## src/rtl/button_event_decoder.sv

```systemverilog
// Button event decoder.
// Turns a debounced button level into one-cycle event pulses: press, release,
// short click, long press and auto-repeat while held. A lockout state keeps a
// button that is already down (at reset or when enabled) silent until it has
// been seen released once.
module button_event_decoder #(
  parameter int LONG_TICKS   = 500,
  parameter int REPEAT_TICKS = 100,
  parameter int CNT_W        = 10
) (
  input  logic clk,
  input  logic rst,
  input  logic btn_level,
  input  logic en,
  output logic press_pulse,
  output logic release_pulse,
  output logic short_pulse,
  output logic long_pulse,
  output logic repeat_pulse,
  output logic held
);

  localparam logic [1:0] ST_LOCKOUT = 2'd0;
  localparam logic [1:0] ST_IDLE    = 2'd1;
  localparam logic [1:0] ST_PRESSED = 2'd2;
  localparam logic [1:0] ST_HELD    = 2'd3;

  // Terminal counts: the counter restarts from 0 on every state entry and at
  // every threshold, so it never needs to count past these values.
  localparam logic [CNT_W-1:0] LONG_LAST   = CNT_W'(LONG_TICKS - 1);
  localparam logic [CNT_W-1:0] REPEAT_LAST = CNT_W'(REPEAT_TICKS - 1);
  localparam logic [CNT_W-1:0] CNT_ONE     = CNT_W'(1);

  logic [1:0]       state;
  logic [CNT_W-1:0] cnt;

  // State, tick counter and registered outputs; pulses clear every edge.
  always_ff @(posedge clk or posedge rst) begin
    if (rst) begin
      state         <= ST_LOCKOUT;
      cnt           <= '0;
      press_pulse   <= 1'b0;
      release_pulse <= 1'b0;
      short_pulse   <= 1'b0;
      long_pulse    <= 1'b0;
      repeat_pulse  <= 1'b0;
      held          <= 1'b0;
    end else begin
      press_pulse   <= 1'b0;
      release_pulse <= 1'b0;
      short_pulse   <= 1'b0;
      long_pulse    <= 1'b0;
      repeat_pulse  <= 1'b0;
      if (!en) begin
        // Disabling aborts any press silently; no release is reported.
        state <= ST_LOCKOUT;
        cnt   <= '0;
        held  <= 1'b0;
      end else begin
        case (state)
          ST_LOCKOUT: begin
            if (!btn_level) begin
              state <= ST_IDLE;
              cnt   <= '0;
            end
          end
          ST_IDLE: begin
            if (btn_level) begin
              state       <= ST_PRESSED;
              press_pulse <= 1'b1;
              held        <= 1'b1;
              cnt         <= '0;
            end
          end
          ST_PRESSED: begin
            // A release on the threshold edge wins over the long press.
            if (!btn_level) begin
              state         <= ST_IDLE;
              release_pulse <= 1'b1;
              short_pulse   <= 1'b1;
              held          <= 1'b0;
              cnt           <= '0;
            end else if (cnt == LONG_LAST) begin
              state      <= ST_HELD;
              long_pulse <= 1'b1;
              cnt        <= '0;
            end else begin
              cnt <= cnt + CNT_ONE;
            end
          end
          ST_HELD: begin
            // A release on a repeat edge wins over the repeat.
            if (!btn_level) begin
              state         <= ST_IDLE;
              release_pulse <= 1'b1;
              held          <= 1'b0;
              cnt           <= '0;
            end else if (cnt == REPEAT_LAST) begin
              repeat_pulse <= 1'b1;
              cnt          <= '0;
            end else begin
              cnt <= cnt + CNT_ONE;
            end
          end
          default: begin
            state <= ST_LOCKOUT;
            cnt   <= '0;
            held  <= 1'b0;
          end
        endcase
      end
    end
  end

endmodule
```

## config.mk

```make
export PLATFORM = sky130hd
export DESIGN_NAME = button_event_decoder
export DESIGN_NICKNAME = d
export VERILOG_FILES = /design/src/rtl/button_event_decoder.sv
export SDC_FILE = /design/constraint.sdc
export NUM_CORES = 1
export LEC_CHECK = 0
export BUFFER_PORTS_ARGS = -buffer_cell sky130_fd_sc_hd__buf_4
export CAP_MARGIN = 25
export CORE_UTILIZATION = 35
export CTS_CLUSTER_SIZE = 24
export DETAILED_ROUTE_END_ITERATION = 8
export HOLD_SLACK_MARGIN = 0.15
export SLEW_MARGIN = 30
export SYNTH_ARGS = -nofsm -noshare
export SYNTH_HDL_FRONTEND = slang
export SYNTH_SLANG_ARGS = --single-unit
```

## constraint.sdc

```tcl
create_clock -name clk -period 2.58 [get_ports clk]
set_input_delay 0.387 -clock clk [delete_from_list [all_inputs] [get_ports clk]]
set_output_delay 0.387 -clock clk [all_outputs]
set_load 0.05 [all_outputs]
```

; ---- After elaboration in Yosys (flattened, before gate mapping)
; Index checks and enable logic that the tools add are counted.
[word_totals]
wordCells = 60
inputBits = 4
output_inout_bits = 6
register_bits = 18
[op_classes]
n_addsub = 1
mux = 34
reduce_logical = 6
eq_ne = 11
[ops]
columns = cell, n
row1 = $mux W10, 7
row2 = $pmux W10 S4, 1
row3 = $mux W1, 19
row4 = $ne A3 B3 Y1 const B, 4
row5 = $add A10 B1 Y10 const B, 1
row6 = $eq A10 B7 Y1 const B, 1
row7 = $eq A10 B9 Y1 const B, 1
row8 = $mux W2, 5
row9 = $pmux W2 S3, 1
row10 = $reduce_and A3 Y1, 2
row11 = $eq A2 B2 Y1 const B, 2
row12 = $ne A4 B4 Y1 const B, 1
row13 = $reduce_or A2 Y1, 2
row14 = $ne A3 B2 Y1 const B, 1
row15 = $eq A2 B1 Y1 const B, 1
row16 = $logic_not A2 Y1, 1
row17 = $pmux W1 S2, 1
row18 = $reduce_and A2 Y1, 1

; ---- Longest topological paths before layout
[logic_depth]
ltp_word = 5
ltp_mapped = 7
ltp_nobuf = 7

; ---- Worst setup path after synthesis
; Ideal clock, no wire load.
[synth_timing]
kind = register to register
startpoint = reg cnt[0]
endpoint = reg cnt[0]
t_required_ps = 2455
stages_incl_launch_ff = 7
period_less_slack_ps = 1920
n_path_buf = 0
setup_slack_ps = 660
t_arrival_ps = 1795
setup_time_ps = 125
cell_sequence = dfrtp_1 -> ha_1 -> or4b_4 -> o31ai_2 -> a21o_4 -> nor2_4 -> mux2_2
[synth_via]
elab_chain_cells = 5
word_cells_on_any_way = 9
cone_classes = 1 x add/sub / 2 x eq/ne / 6 x mux
[synth_lines]
columns = element, line_no
row1 = start: declaration, 35  ; logic [CNT_W-1:0] cnt;
row2 = start signal: assignment, 88  ; cnt <= cnt + CNT_ONE;
row3 = start signal: assignment, 102  ; cnt <= cnt + CNT_ONE;
row4 = "$add A10 B1 Y10, or another cell as far along", "88, 102"
row5 = "$mux W10, on equally long branches", "98, 83"
row6 = "$mux W10, on equally long branches", "93, 77"
row7 = $pmux W10 S4 *, 60  ; case (state)
row8 = $mux W10 *, 54  ; if (!en) begin
; Mark *: on every way between the ends. The rest lies on a longest branch, timed or not.
; A chain may end at the register's enable or synchronous reset.

; ---- Worst setup path after layout
; Ends and elaborated chain as after synthesis.

==> key figures <==
Status
  • Status: finished clean

Setup path
  • Crit path DAT: 2.27 ns
  • Max FO, Critical Path: 10
  • Startpoint class of the critical path: flip-flop
  • Kind of critical path: flip-flop to flip-flop
  • Crit-path cells: ha_1 > or4b_4 > o31ai_2 > a21o_4 > nor2_4 > mux2_2
  • Slowest cell on the critical path: or4b_4
  • CP endpoint kind: flip-flop
  • Critical Path Max Stage Delay: 0.52 ns
  • Worst R2R Path Depth: 6
  • CP required: 2.76 ns
  • Worst R2R End: cnt[0]
  • R2R Setup Slk: 0.49 ns
  • Worst r2r src: cnt[0]

Drt
  • Post-DRT Antenna Nets: 0
  • Via count: 764
  • Avg WL per Cell: 12.9 um
  • DRT iter0 DRCs: 26
  • Final WL: 1.87 mm
  • Vias per std cell: 5.27
  • TritonRoute pass-1 iters: 4
  • Residual DRC: 0

CTS
  • Clock Path Buffers: 2
  • Hold_buf cts: 0
  • Post-CTS sizing: 0
  • Clk slew on worst S/H paths: 0.11 ns
  • Post-CTS Setup Bufs: 0
  • CTS buffer count: 3
  • Worst-Skew Late Latency: 0.28 ns
  • CTS tree: built
  • Clock root buffer: clkbuf_4
  • CTS Sinks: 18
  • H-tree levels: 1

Place
  • Post-DP HPWL: 1.39 mm
  • Port bufs: 9
  • DP Area: 0.00113 sq mm
  • RePlAce Congestion: 0.800

Synthesis
  • Syn nets: 111
  • #FFs+latches synth: 18
  • Synthesized instance count: 101
  • Sequential share of the synthesized area: 44.2%
  • Count of different cell masters after synthesis: 29
  • Synth Cell Area: 0.00102 sq mm
  • Mean Syn Cell Area: 10.1 sq um
  • Yosys synthesis warning count: 0

Die
  • Die width: 56.0 um
  • Full die area: 0.00313 sq mm
  • Die H: 56.0 um
  • Initial Util: 37.0%
  • Row count: 19
  • Core Box Area: 0.00276 sq mm
  • IO Count: 10

Global routing
  • Pin count of the biggest net entering global routing: 19
  • Total GRT Usage: 13.0%
  • Total grt overflow: 0
  • Initial antenna violation count: 0
  • Vias in the first global route: 735
  • First-pass GRT wire length: 3.26 mm

Layout
  • Util after Layout: 42.2%
  • Layout cells sized above 1: 17.5%
  • Commonest cells after routing, fill and taps aside: dfrtp_1 (18), nand2_1 (12), o21ai_0 (10), buf_4 (9), nor2_1 (7)
  • Fillers: 271
  • Commonest non-fill, non-tap cell in the layout: dfrtp_1
  • Finished Cell Area: 0.00116 sq mm
  • # diodes: 0
  • Layout Nets: 125
  • Area growth syn-to-layout: 14.0%

STA
  • Crit path time final: 2.09 ns
  • TNS Setup: 0 ns
  • Max Fclk: 478 MHz
  • # setup viols final: 0
  • Period utilization: 81.1%
  • Slew Limit Headroom: 52.1%
  • Worst slew pin tran: 0.717 ns
  • RSZ-0062 raised after global routing: no
  • Hold Vio Cnt, Final: 0
  • Min Hold Slack: 0.193 ns
  • Layout Skew: 0.00341 ns
  • Pins Over Slew Limit: 0

Worst hold path
  • Worst Hold Class: input pin to async pin

Flow run
  • Maxcap violations: 0

Power
  • Worst VDD drop: 296 uV
  • Pleak: 0.595 nW
  • PD cells: 568 mW/mm^2
  • Tot Pwr: 0.000660 W
report_power, final:
group	total, W	internal (W)	switching, W
combinational	0.000176	0.0000657	0.000110
sequential	0.000313	0.000297	0.0000163
clock	0.000171	0.0000857	0.0000853
total	0.000660	0.000448	0.000212
metal layers:
layer / wire length (um) / global-route usage [%]
met5: 0 / 0
met4: 17 / 4.18
met1: 950 / 18.3
met3: 34 / 2.09
met2: 866 / 20.4
state kept, by name, indices dropped and copies added (netlist names):
name / count
state: 2
short_pulse: 1
repeat_pulse: 1
long_pulse: 1
release_pulse: 1
press_pulse: 1
cnt: 10
held: 1
critical path, delay by kind of cell (launching register included):
family / cells / cell delay [ns]
and+or+nand+nor: 2 / 0.59
AOI/OAI and AO/OA: 2 / 0.51
muxes: 1 / 0.29
DFF: 1 / 0.39
adders and majority gates: 1 / 0.21
synthesized netlist by cell type:
| cell | count | area, sq um |
|---|---|---|
| and3_1 | 6 | 37.5 |
| nor2b_1 | 6 | 37.5 |
| and3b_1 | 1 | 8.76 |
| mux2_2 | 1 | 11.3 |
| a21o_4 | 1 | 15.0 |
| o31ai_2 | 1 | 12.5 |
| nand2b_1 | 1 | 6.26 |
| and2b_1 | 1 | 7.51 |
| or3_1 | 1 | 6.26 |
| inv_1 | 6 | 22.5 |
| mux2i_1 | 2 | 20.0 |
| o211a_1 | 2 | 20.0 |
| ha_1 | 6 | 75.1 |
| a21boi_1 | 1 | 7.51 |
| nor2_4 | 1 | 11.3 |
| o21ai_1 | 1 | 5.00 |
| a31o_2 | 1 | 8.76 |
| nand3_1 | 3 | 15.0 |
| nor3b_1 | 1 | 7.51 |
| nor4b_1 | 1 | 8.76 |
| dfrtp_1 | 18 | 450 |
| a22o_1 | 6 | 52.6 |
| o21ai_0 | 10 | 50.1 |
| nor2_1 | 7 | 26.3 |
| a22oi_1 | 1 | 7.51 |
| o41ai_1 | 1 | 8.76 |
| or4b_4 | 1 | 13.8 |
| o31ai_4 | 1 | 21.3 |
| nand2_1 | 12 | 45.0 |
area by class of cell:
class | count | area (sq um) | area share [%]
multi-input combinational | 77 | 547 | 47.0
sequential | 18 | 450 | 38.8
timing repair buffer | 9 | 67.6 | 5.81
tap | 31 | 38.8 | 3.34
clock buffer | 4 | 36.3 | 3.12
inverter | 6 | 22.5 | 1.94
kinds of logic (layout without fill, tap and decap cells):
logic type,Yosys count,in the layout,synth area share (%)
muxes,3,3,3.07
adders and majority gates,6,6,7.36
DFF,18,18,44.2
and+or+nand+nor,42,42,22.7
buffers and inverters,6,19,2.21
AOI/OAI and AO/OA,26,26,20.5
metrics by stage:
stage               cells  setup slack [ns]
floorplan             101             0.660
global placement      141             0.583
detailed placement    141             0.492
CTS                   145             0.475
global route          145             0.401
finish                145             0.488
worst max path at each step:
stage / start / to / slack [ns] / cells past startpoint
after floorplan: cnt[0] / cnt[0] / 0.66 / 6
after global placement: cnt[0] / cnt[0] / 0.58 / 6
after detailed placement: cnt[0] / cnt[0] / 0.49 / 6
after CTS: cnt[0] / cnt[0] / 0.47 / 6
after global routing: cnt[0] / cnt[0] / 0.40 / 6
final: cnt[0] / cnt[0] / 0.49 / 6
Power figures use the tool's default switching activity.
